--- config.mk ---
export PLATFORM = sky130hd
export DESIGN_NAME = set_scan_counter
export DESIGN_NICKNAME = d
export VERILOG_FILES = /design/src/rtl/set_pkg.sv /design/src/rtl/point_in_set.sv /design/src/rtl/set_scan_counter.sv
export SDC_FILE = /design/constraint.sdc
export NUM_CORES = 1
export LEC_CHECK = 0
export ABC_AREA = 0
export CORE_UTILIZATION = 45
export DETAILED_ROUTE_END_ITERATION = 12
export PLACE_DENSITY = 0.68
export SLEW_MARGIN = 25
export SYNTH_ARGS = -nofsm -noshare
export SYNTH_HDL_FRONTEND = slang
export SYNTH_SLANG_ARGS = --single-unit
--- constraint.sdc ---
create_clock -name clk -period 8.7 [get_ports clk]
set_input_delay 1.74 -clock clk [delete_from_list [all_inputs] [get_ports clk]]
set_output_delay 1.74 -clock clk [all_outputs]
set_load 0.01 [all_outputs]
--- src/rtl/set_pkg.sv ---
// Shared definitions for the three-circle set scanner: mode codes, FSM states,
// field positions inside the packed centre/radius buses, and the distance helper.
package set_pkg;

    localparam logic [1:0] MODE_A   = 2'b00;
    localparam logic [1:0] MODE_AND = 2'b01;
    localparam logic [1:0] MODE_XOR = 2'b10;
    localparam logic [1:0] MODE_TWO = 2'b11;

    typedef enum logic [1:0] {
        ST_IDLE = 2'b00,
        ST_SCAN = 2'b01,
        ST_DONE = 2'b10
    } state_t;

    // LSB positions of each 4-bit coordinate in the centre bus
    localparam int XA_LSB = 20;
    localparam int YA_LSB = 16;
    localparam int XB_LSB = 12;
    localparam int YB_LSB = 8;
    localparam int XC_LSB = 4;
    localparam int YC_LSB = 0;

    // LSB positions of each 8-bit squared radius in the radius bus
    localparam int RA_LSB = 16;
    localparam int RB_LSB = 8;
    localparam int RC_LSB = 0;

    localparam logic [7:0] LAST_POS = 8'hFF;

    // Squared Euclidean distance with absolute (non-wrapping) differences.
    function automatic logic [8:0] sq_dist(input logic [3:0] px, input logic [3:0] py,
                                           input logic [3:0] cx, input logic [3:0] cy);
        logic [3:0] dx;
        logic [3:0] dy;
        logic [8:0] dx9;
        logic [8:0] dy9;
        dx  = (px >= cx) ? (px - cx) : (cx - px);
        dy  = (py >= cy) ? (py - cy) : (cy - py);
        dx9 = {5'b0, dx};
        dy9 = {5'b0, dy};
        return (dx9 * dx9) + (dy9 * dy9);
    endfunction

endpackage

--- src/rtl/point_in_set.sv ---
// Combinational membership test of one grid position against the set region
// formed from circles A, B and C under the selected set operation.
module point_in_set
    import set_pkg::*;
(
    input  logic [23:0] central,
    input  logic [23:0] radius_square,
    input  logic [1:0]  mode,
    input  logic [7:0]  pos,
    output logic        hit
);

    logic [3:0] px;
    logic [3:0] py;
    logic       in_a;
    logic       in_b;
    logic       in_c;

    assign px = pos[7:4];
    assign py = pos[3:0];

    assign in_a = sq_dist(px, py, central[XA_LSB +: 4], central[YA_LSB +: 4])
                  <= {1'b0, radius_square[RA_LSB +: 8]};
    assign in_b = sq_dist(px, py, central[XB_LSB +: 4], central[YB_LSB +: 4])
                  <= {1'b0, radius_square[RB_LSB +: 8]};
    assign in_c = sq_dist(px, py, central[XC_LSB +: 4], central[YC_LSB +: 4])
                  <= {1'b0, radius_square[RC_LSB +: 8]};

    always_comb begin
        hit = 1'b0;
        case (mode)
            MODE_A:   hit = in_a;
            MODE_AND: hit = in_a & in_b;
            MODE_XOR: hit = in_a ^ in_b;
            MODE_TWO: hit = (in_a & in_b & ~in_c) | (in_a & ~in_b & in_c) | (~in_a & in_b & in_c);
            default:  hit = 1'b0;
        endcase
    end

endmodule

--- src/rtl/set_scan_counter.sv ---
// Scans all 256 positions of the 16x16 grid after a start pulse and reports how
// many lie inside the configured set region, with a one-cycle valid pulse.
module set_scan_counter
    import set_pkg::*;
(
    input  logic        clk,
    input  logic        rst,
    input  logic        en,
    input  logic [23:0] central,
    input  logic [23:0] radius_square,
    input  logic [1:0]  mode,
    output logic        busy,
    output logic        valid,
    output logic [8:0]  candidate
);

    state_t      state_q, state_d;
    logic [7:0]  pos_q, pos_d;
    logic [8:0]  count_q, count_d;
    logic [23:0] central_q, central_d;
    logic [23:0] radius_q, radius_d;
    logic [1:0]  mode_q, mode_d;
    logic        busy_q, busy_d;
    logic        valid_q, valid_d;
    logic [8:0]  candidate_q, candidate_d;
    logic        hit;
    logic [8:0]  count_plus_hit;

    point_in_set u_point_in_set (
        .central       (central_q),
        .radius_square (radius_q),
        .mode          (mode_q),
        .pos           (pos_q),
        .hit           (hit)
    );

    assign count_plus_hit = count_q + {8'b0, hit};

    always_comb begin
        state_d     = state_q;
        pos_d       = pos_q;
        count_d     = count_q;
        central_d   = central_q;
        radius_d    = radius_q;
        mode_d      = mode_q;
        busy_d      = busy_q;
        valid_d     = 1'b0;
        candidate_d = candidate_q;

        case (state_q)
            ST_IDLE: begin
                if (en) begin
                    central_d = central;
                    radius_d  = radius_square;
                    mode_d    = mode;
                    pos_d     = 8'd0;
                    count_d   = 9'd0;
                    busy_d    = 1'b1;
                    state_d   = ST_SCAN;
                end
            end
            ST_SCAN: begin
                count_d = count_plus_hit;
                pos_d   = pos_q + 8'd1;
                // The final position's hit is folded straight into the result.
                if (pos_q == LAST_POS) begin
                    candidate_d = count_plus_hit;
                    valid_d     = 1'b1;
                    state_d     = ST_DONE;
                end
            end
            ST_DONE: begin
                busy_d  = 1'b0;
                state_d = ST_IDLE;
            end
            default: begin
                busy_d  = 1'b0;
                state_d = ST_IDLE;
            end
        endcase
    end

    always_ff @(posedge clk) begin
        if (rst) begin
            state_q     <= ST_IDLE;
            pos_q       <= 8'd0;
            count_q     <= 9'd0;
            central_q   <= 24'd0;
            radius_q    <= 24'd0;
            mode_q      <= MODE_A;
            busy_q      <= 1'b0;
            valid_q     <= 1'b0;
            candidate_q <= 9'd0;
        end else begin
            state_q     <= state_d;
            pos_q       <= pos_d;
            count_q     <= count_d;
            central_q   <= central_d;
            radius_q    <= radius_d;
            mode_q      <= mode_d;
            busy_q      <= busy_d;
            valid_q     <= valid_d;
            candidate_q <= candidate_d;
        end
    end

    assign busy      = busy_q;
    assign valid     = valid_q;
    assign candidate = candidate_q;

endmodule

After elaboration in Yosys (flattened, before gate mapping)
Index checks and enable logic that the tools add are counted.
{"block": "classes", "addsub": 17, "n_lt_le_gt_ge": 9, "n_eq_ne": 7, "bitwise": 13, "n_reduce_logical": 9, "n_mul": 6, "n_mux": 17}
{"op": "$mul A4 B4 Y8", "n": 6}
{"op": "$sub A4 B4 Y4", "n": 12}
{"op": "$add A8 B8 Y9", "n": 3}
{"op": "$le A9 B8 Y1", "n": 3}
{"op": "$ge A4 B4 Y1", "n": 6}
{"op": "$mux W4", "n": 6}
{"op": "$pmux W9 S2", "n": 1}
{"op": "$pmux W8 S2", "n": 1}
{"op": "$reduce_and A2 Y1", "n": 5}
{"op": "$add A9 B1 Y9", "n": 1}
{"op": "$mux W9", "n": 1}
{"op": "$add A8 B1 Y8 const B", "n": 1}
{"op": "$eq A8 B8 Y1 const B", "n": 1}
{"op": "$mux W8", "n": 1}
{"op": "$and A1 B1 Y1", "n": 6}
{"op": "$eq A2 B1 Y1 const B", "n": 2}
{"op": "$eq A2 B2 Y1 const B", "n": 2}
{"op": "$logic_not A2 Y1", "n": 2}
{"op": "$mux W2", "n": 2}
{"op": "$ne A2 B2 Y1 const B", "n": 2}
{"op": "$not A1 Y1", "n": 4}
{"op": "$pmux W1 S4", "n": 1}
{"op": "$pmux W2 S2", "n": 1}
{"op": "$mux W1", "n": 2}
{"op": "5 further kinds", "n": 6}
{"block": "totals", "ff_bits": 80, "out_inout_bits": 11, "inputBits": 53, "wordCells": 87}

Depth between registers and ports, before layout
Gate-level depths: netlist of run 1.
{"block": "depth", "ltp_word": 13, "mapped_depth": 40, "depth_no_buf": 39}

Modules after synthesis
From an unflattened synthesis of run 1, not the netlist that was laid out.
{"block": "unflattened", "hier_cells": 892, "area_unflattened_um2": 7360.8}
{"mod": "point_in_set", "area_per_inst_um2": 4321.6, "cells_per_inst": 524, "n_inst": 1, "seq_area_each_um2": 0.0}
{"mod": "set_scan_counter", "area_per_inst_um2": 3039.2, "cells_per_inst": 368, "n_inst": 1, "seq_area_each_um2": 1601.5}

Worst setup path before layout of run 1
OpenSTA, ideal clock, no wires.
{"block": "synth_path", "path_type": "flip-flop to flip-flop", "startpoint": "register pos_q[1]", "endpoint": "register count_q[6]", "required_ps": 8572, "slack_ps": 468, "path_stages_with_launch": 37, "setup_ps": 128, "t_arrival_ps": 8105, "n_path_buf": 1, "period_less_slack_ps": 8232, "cell_sequence": "dfxtp_1 inv_1 ha_1 nor2b_1 o21ai_0 or3b_1 and3_1 or3_1 fa_1 fa_1 fa_1 inv_1 fa_1 ha_1 fa_1 a21o_1 a21oi_1 xnor2_1 ha_1 nand2_1 or3_1 o211ai_1 and3_1 inv_1 ha_1 nor2_1 nand3_1 nor3_1 a211oi_1 ha_1 ha_1 and3_1 clkbuf_1 nand3_1 xor2_1 o21a_1 nor2_1"}
{"block": "synth_via", "elab_chain_len": 13, "elab_cells_between_ends": 36, "cone_classes": "10 x add/sub; 3 x mul; 6 x order compare; 5 x mux; 12 x bitwise"}
{"element": "start: declaration", "line_no": "set_scan_counter.sv:18", "text": "logic [7:0] pos_q, pos_d;"}
{"element": "start signal: assignment", "line_no": "set_scan_counter.sv:96", "text": "pos_q <= pos_d;"}
{"element": "$sub A4 B4 Y4 / $ge A4 B4 Y1 (equally long branches)", "line_no": "set_pkg.sv:39", "text": "dy = (py >= cy) ? (py - cy) : (cy - py);"}
{"element": "$mux W4", "line_no": "set_pkg.sv:39"}
{"element": "$mul A4 B4 Y8", "line_no": "set_pkg.sv:42", "text": "return (dx9 * dx9) + (dy9 * dy9);"}
{"element": "$add A8 B8 Y9", "line_no": "set_pkg.sv:42"}
{"element": "$le A9 B8 Y1", "line_no": "point_in_set.sv:25", "text": "<= {1'b0, radius_square[RB_LSB +: 8]};"}
{"element": "$not A1 Y1", "line_no": "point_in_set.sv:35", "text": "MODE_TWO: hit = (in_a & in_b & ~in_c) | (in_a & ~in_b & in_c) | (~in_a & in_b & in_c);"}
{"element": "$and A1 B1 Y1 (2 in a row)", "line_no": "point_in_set.sv:35"}
{"element": "$or A1 B1 Y1 (2 in a row)", "line_no": "point_in_set.sv:35"}
{"element": "$pmux W1 S4 *", "line_no": "point_in_set.sv:31", "text": "case (mode)"}
{"element": "$add A9 B1 Y9 *", "line_no": "set_scan_counter.sv:37", "text": "assign count_plus_hit = count_q + {8'b0, hit};"}
{"element": "$pmux W9 S2 *", "line_no": "set_scan_counter.sv:50", "text": "case (state_q)"}
{"element": "end signal: assignment", "line_no": "set_scan_counter.sv:97", "text": "count_q <= count_d;"}
{"element": "end: declaration", "line_no": "set_scan_counter.sv:19", "text": "logic [8:0] count_q, count_d;"}
Mark *: on every way between the ends. The rest lies on a longest branch, timed or not.
A chain may end at the register's enable or synchronous reset.

Worst setup path after layout of run 1
Ends and elaborated chain as after synthesis.

==> impl_metrics.toml, run 1 <==
[final_layout]
layout-drive-gt1-share_pct = 7.28
mostFrequentLayoutCells = "146 x inv_1, 129 x nand2_1, 125 x ha_1"
insertedDiodeCount = 0
final_cell_area_sq_mm = 0.00896
final_common_cell = "inv_1"
postLayoutCoreUtil_pct = 54.0
fillers = 1665
final_nets = 1236
area_growth_pct = 17.1
instances_no_fill = 1236

[yosys]
seq_area_frac_synth_pct = 20.9
synth_cell_types = 58
synthCells = 944
synth_edf_count = 0
synthArstFlopShare_pct = 0
ys_warn_count = 0
ys.flop_type = "dfxtp_1"
syn_area_per_cell_sq_um = 8.10
synth.net_count = 1168
ys_ff_latch = 80
synth_area_sq_mm = 0.00765

[critical_path]
worstReg2RegStart = "pos_q[1]"
max_stage_delay_ps = 540
end_kind = "flop"
crit_type = "reg -> reg"
cp_max_fo = 6
startpoint_type = "flop"
rrSetupSlack_ps = 370
critPathSlowestCell = "fa_1"
cp.arrival_ps = 8540
reg2reg_depth = 36
rr_endpoint = "count_q[6]"
required_ps = 8910

[drt]
route.detailed.drc = 0
ant_nets = 0
routed_via_density = 5.15
post_drt_wl_per_cell_um = 13.8
dr.pass1.iters = 5
wl_um = 17000
vias = 6371
dr.first_iter.drc_count = 244

[timing]
holdWs_ps = 453
slew_headroom_pct = 33.6
layout_min_cycle_time_ps = 8330
fmax_ghz = 0.120
final_hold_viol_count = 0
fin_setup_tns_ps = 0
setup_viol = 0
post-route-period-util_pct = 95.8
worstMarginPinSlew_ps = 996
drv_slew = 0
skew_ps = 7.13

[global_route]
grt_pass1_wl_um = 28400
grt_util_all_layers_pct = 20.1
antenna_found_initial = 0
grt_pass1_vias = 6190
gr-total-overflow = 0
grt_max_degree = 81

[placed_design]
finalWeightedCongestion = 0.863
place_inst = 1214
port_buffers = 63
placed_cell_area_sq_mm = 0.00855
dp_hpwl_um = 13300

[floorplanning]
coreArea_sq_mm = 0.0166
die_area_sq_mm = 0.0175
ios = 64
initial_core_util_pct = 46.1
die_w_um = 132
die_h_um = 132
rows = 47

[status]
status = "completed"

[clock_network]
cts_made_buffers = 9
cts.sinks = 80
h-tree-depth = 3
cts_tree = "yes"
ctsLongestPathBuffers = 2
clock_latency_ps = 350
cts_root_buf = "clkbuf_16"
clk_pin_slew_ps = 70

[hold_path]
whs_path_depth = 2
hp-class = "reg -> reg"
hp-start = "radius_q[15]"
min_to = "radius_q[15]"

[power_and_ir_drop]
ir_worst_vdd_mv = 0.129
leakagePower_nw = 3.98
power_density_mw_per_mm2 = 177

[run]
cap_violations = 0
[worst max-delay path, delay by kind of cell (launching register included)]
kind            cells  cell delay (ps)
fa+ha+maj          11             3830
simple gates       13             2450
compound gates      6              860
buf+inv             4              400
flops               1              370
xor+xnor            2              260
[per-layer routing]
layer,wire (um),global-route usage (%),up-vias
li1,-,-,3300
met1,8080,25.9,2945
met2,8220,34.8,105
met3,492,3.19,21
met4,210,5.49,0
met5,0,0,-
[sequential cells by signal (all words and copies together), names as in the netlist]
register,cells
mode_q,2
central_q,24
valid,1
pos_q,8
count_q,9
candidate,9
radius_q,24
busy,1
state_q,2
[through the flow]
step | setup WS, ps | power [mW]
3_3_place_gp | 336 | 1.17
4_1_cts | 128 | 1.56
5_1_grt | -19.9 | 1.73
6_report | 367 | 1.59
2_1_floorplan | 468 | 0.975
3_5_place_dp | 138 | 1.18
[synth_stat cells (16+ instances only)]
master	count	area, sq um
fa_1	45	901
clkbuf_1	24	90.1
nor2b_1	16	100
inv_1	149	559
nand3_1	19	95.1
a21oi_1	98	490
a21o_1	20	150
dfxtp_1	80	1600
ha_1	126	1580
nor2_1	47	176
o21ai_0	20	100
nand2_1	129	484
[area by class of cell]
| type | instances | area [sq um] | area share [%] |
|---|---|---|---|
| clock buffer | 10 | 239 | 2.67 |
| multi-input combinational | 686 | 5440 | 60.7 |
| tap | 220 | 275 | 3.07 |
| sequential | 80 | 1600 | 17.9 |
| timing repair buffer | 85 | 791 | 8.83 |
| inverter | 150 | 567 | 6.33 |
| clock inverter | 5 | 41.3 | 0.461 |
[power by group]
part / switching, mW / internal, mW
combinational: 0.444 / 0.376
sequential: 0.0128 / 0.384
clock: 0.171 / 0.202
[kinds of logic after synthesis]
| logic type | Yosys count | share of synthesized area [%] |
|---|---|---|
| simple gates | 276 | 17.1 |
| mux | 13 | 1.73 |
| buf+inv | 178 | 8.85 |
| fa+ha+maj | 171 | 32.4 |
| compound gates | 205 | 16.6 |
| flops | 80 | 20.9 |
| xor+xnor | 21 | 2.40 |
[how the worst max path moves through the flow]
| stage | from | slack [ps] | cells after the start | endpoint |
|---|---|---|---|---|
| after detailed placement | pos_q[0] | 140 | 38 | count_q[6] |
| after CTS | pos_q[0] | 130 | 38 | count_q[6] |
| after global placement | pos_q[0] | 340 | 38 | count_q[6] |
| final | pos_q[1] | 370 | 36 | count_q[6] |
| after global routing | pos_q[3] | -20 | 35 | count_q[6] |
| after floorplan | pos_q[1] | 470 | 36 | count_q[6] |
[repair_timing]
action,CTS,global route
buffers inserted,0,7
endpoints found under the setup margin,0,12
hold buffers,0,0
resized for setup,0,24
No activity file was read; power rests on OpenSTA's default activity.
==> run 2, diff against run 1 <==
Settings changed: CORE_ASPECT_RATIO set to 0.6, PLACE_DENSITY 0.68 to 0.67.
==> impl_metrics.toml, run 2 (synthesized netlist as in run 1, its figures left out) <==
[status]
status = "completed"

[final_layout]
layout-drive-gt1-share_pct = 8.14
final_nets = 1239
area_growth_pct = 19.1
insertedDiodeCount = 0
multi_input_area_sq_mm = 0.00551
final_common_cell = "inv_1"
instances_no_fill = 1248
largestRegisters = "central_q: 24 flops, radius_q: 24 flops"
mostFrequentLayoutCells = "147 x inv_1, 129 x nand2_1, 121 x ha_1"
fillers = 1501
regArea_sq_mm = 0.00160

[global_route]
antenna_found_initial = 0
grt_pass1_vias = 5928
grt_max_degree = 81
gr-total-overflow = 0
grt_util_all_layers_pct = 21.1
grt_pass1_wl_um = 29200

[clock_network]
ctsHoldBuffers = 0
cts_tree = "yes"
ctsLongestPathBuffers = 2
cts.sinks = 80
clock_latency_ps = 340
h-tree-depth = 3
clk_pin_slew_ps = 70
cts_made_buffers = 9
cts_root_buf = "clkbuf_16"

[power_and_ir_drop]
ir_worst_vdd_mv = 0.0755
leakagePower_nw = 4.04
power_density_mw_per_mm2 = 186
total_power_mw = 1.69

[timing]
post-route-period-util_pct = 95.7
slew_headroom_pct = 33.8
worstMarginPinSlew_ps = 993
skew_ps = 9.99
layout_min_cycle_time_ps = 8330
setup_viol = 0
final_hold_viol_count = 0
drv_slew = 0
fmax_ghz = 0.120

[critical_path]
crit_top_cell = "ha_1"
required_ps = 8900
end_kind = "flop"
critPathSlowestCell = "fa_1"
rr_endpoint = "count_q[6]"
startpoint_type = "flop"
cp_max_fo = 6
crit_path_start = "pos_q[0]"
max_stage_delay_ps = 550
rrSetupSlack_ps = 370
worstReg2RegStart = "pos_q[0]"
crit_type = "reg -> reg"
reg2reg_depth = 38
cp.arrival_ps = 8530
crit_end = "count_q[6]"

[drt]
routed_via_density = 5.08
wl_um = 17500
dr.first_iter.drc_count = 338
ant_nets = 0
route.detailed.drc = 0
dr.pass1.iters = 5
post_drt_wl_per_cell_um = 14.0
vias = 6344

[placed_design]
place_inst = 1228
finalWeightedCongestion = 0.875
port_buffers = 63
dp_hpwl_um = 13500

[floorplanning]
die_h_um = 103
coreArea_sq_mm = 0.0164
die_w_um = 170
rows = 36
initial_core_util_pct = 46.5
die_area_sq_mm = 0.0175
ios = 64

[run]
cap_violations = 0

[hold_path]
hp-class = "reg -> reg"
## run 2: cell count changes in the layout (fill, tap and decap cells not counted), sizes merged
cell | before | now
buf | 23 | 26
bufinv | 0 | 2
clkbuf | 10 | 9
clkinvlp | 3 | 0
inv | 150 | 153
## run 2: cell type report
class,instances,area share [%]
Tap cell,228,3.13
Inverter,150,6.21
Timing Repair Buffer,88,8.93
Clock inverter,7,1.22
Sequential cell,80,17.6
Clock buffer,9,2.47
Multi-Input combinational cell,686,60.4
## run 2: how the worst min path moves through the flow
stage                        startpoint       endpoint  slack (ps)  cells past startpoint
after global placement     radius_q[12]   radius_q[12]         440                      2
final                      central_q[3]   central_q[3]         450                      2
after detailed placement  central_q[11]  central_q[11]         450                      2
after CTS                 central_q[11]  central_q[11]         460                      2
after global routing        radius_q[9]    radius_q[9]         470                      2
after floorplan           central_q[11]  central_q[11]         440                      2
## run 2: per-layer routing
metal | part of all wire [%] | track usage [%] | up-vias
met5 | 0 | 0 | -
met4 | 0.74 | 3.95 | 0
met3 | 3.6 | 2.76 | 9
met2 | 41 | 32.6 | 106
met1 | 55 | 31.6 | 2926
li1 | - | - | 3303
## run 2: worst max-delay path, delay by kind of cell, from the launching register on
family	cells	cell delay (ps)
fa+ha+maj	12	3980
simple gates	12	2030
compound gates	8	1190
buf+inv	4	350
flops	1	320
xor+xnor	2	310
## run 2: repair_timing
action                                  CTS  global route
resized for setup                         0            34
endpoints found under the setup margin    0            16
buffers inserted                          0             4
endpoints found under the hold margin     0             0
## run 2: stage by stage
stage / util [%] / instance area [sq um] / setup slack, ps / TNS [ps] / hold WS [ps]
after floorplan: - / 7650 / 468 / 0 / 436
after global placement: 52.4 / 8610 / 281 / 0 / 443
after detailed placement: 52.4 / 8610 / 49.6 / 0 / 448
after CTS: 54.4 / 8940 / 24.6 / 0 / 458
after global routing: 55.4 / 9110 / -32.7 / -35.5 / 473
final: 55.4 / 9110 / 372 / 0 / 455
## run 2: where the power goes
| part | leakage, nW | internal (mW) | total [mW] | switching [mW] |
|---|---|---|---|---|
| clock network | 0.164 | 0.258 | 0.437 | 0.179 |
| logic | 3.22 | 0.388 | 0.857 | 0.469 |
| registers | 0.654 | 0.383 | 0.396 | 0.0127 |
| total | 4.04 | 1.03 | 1.69 | 0.660 |
==> run 3, diff against run 2 <==
Settings changed: HOLD_SLACK_MARGIN set to 0.03.
==> results of run 3 <==
Same layout as run 2: the final DEF is identical, and so are final timing and power.
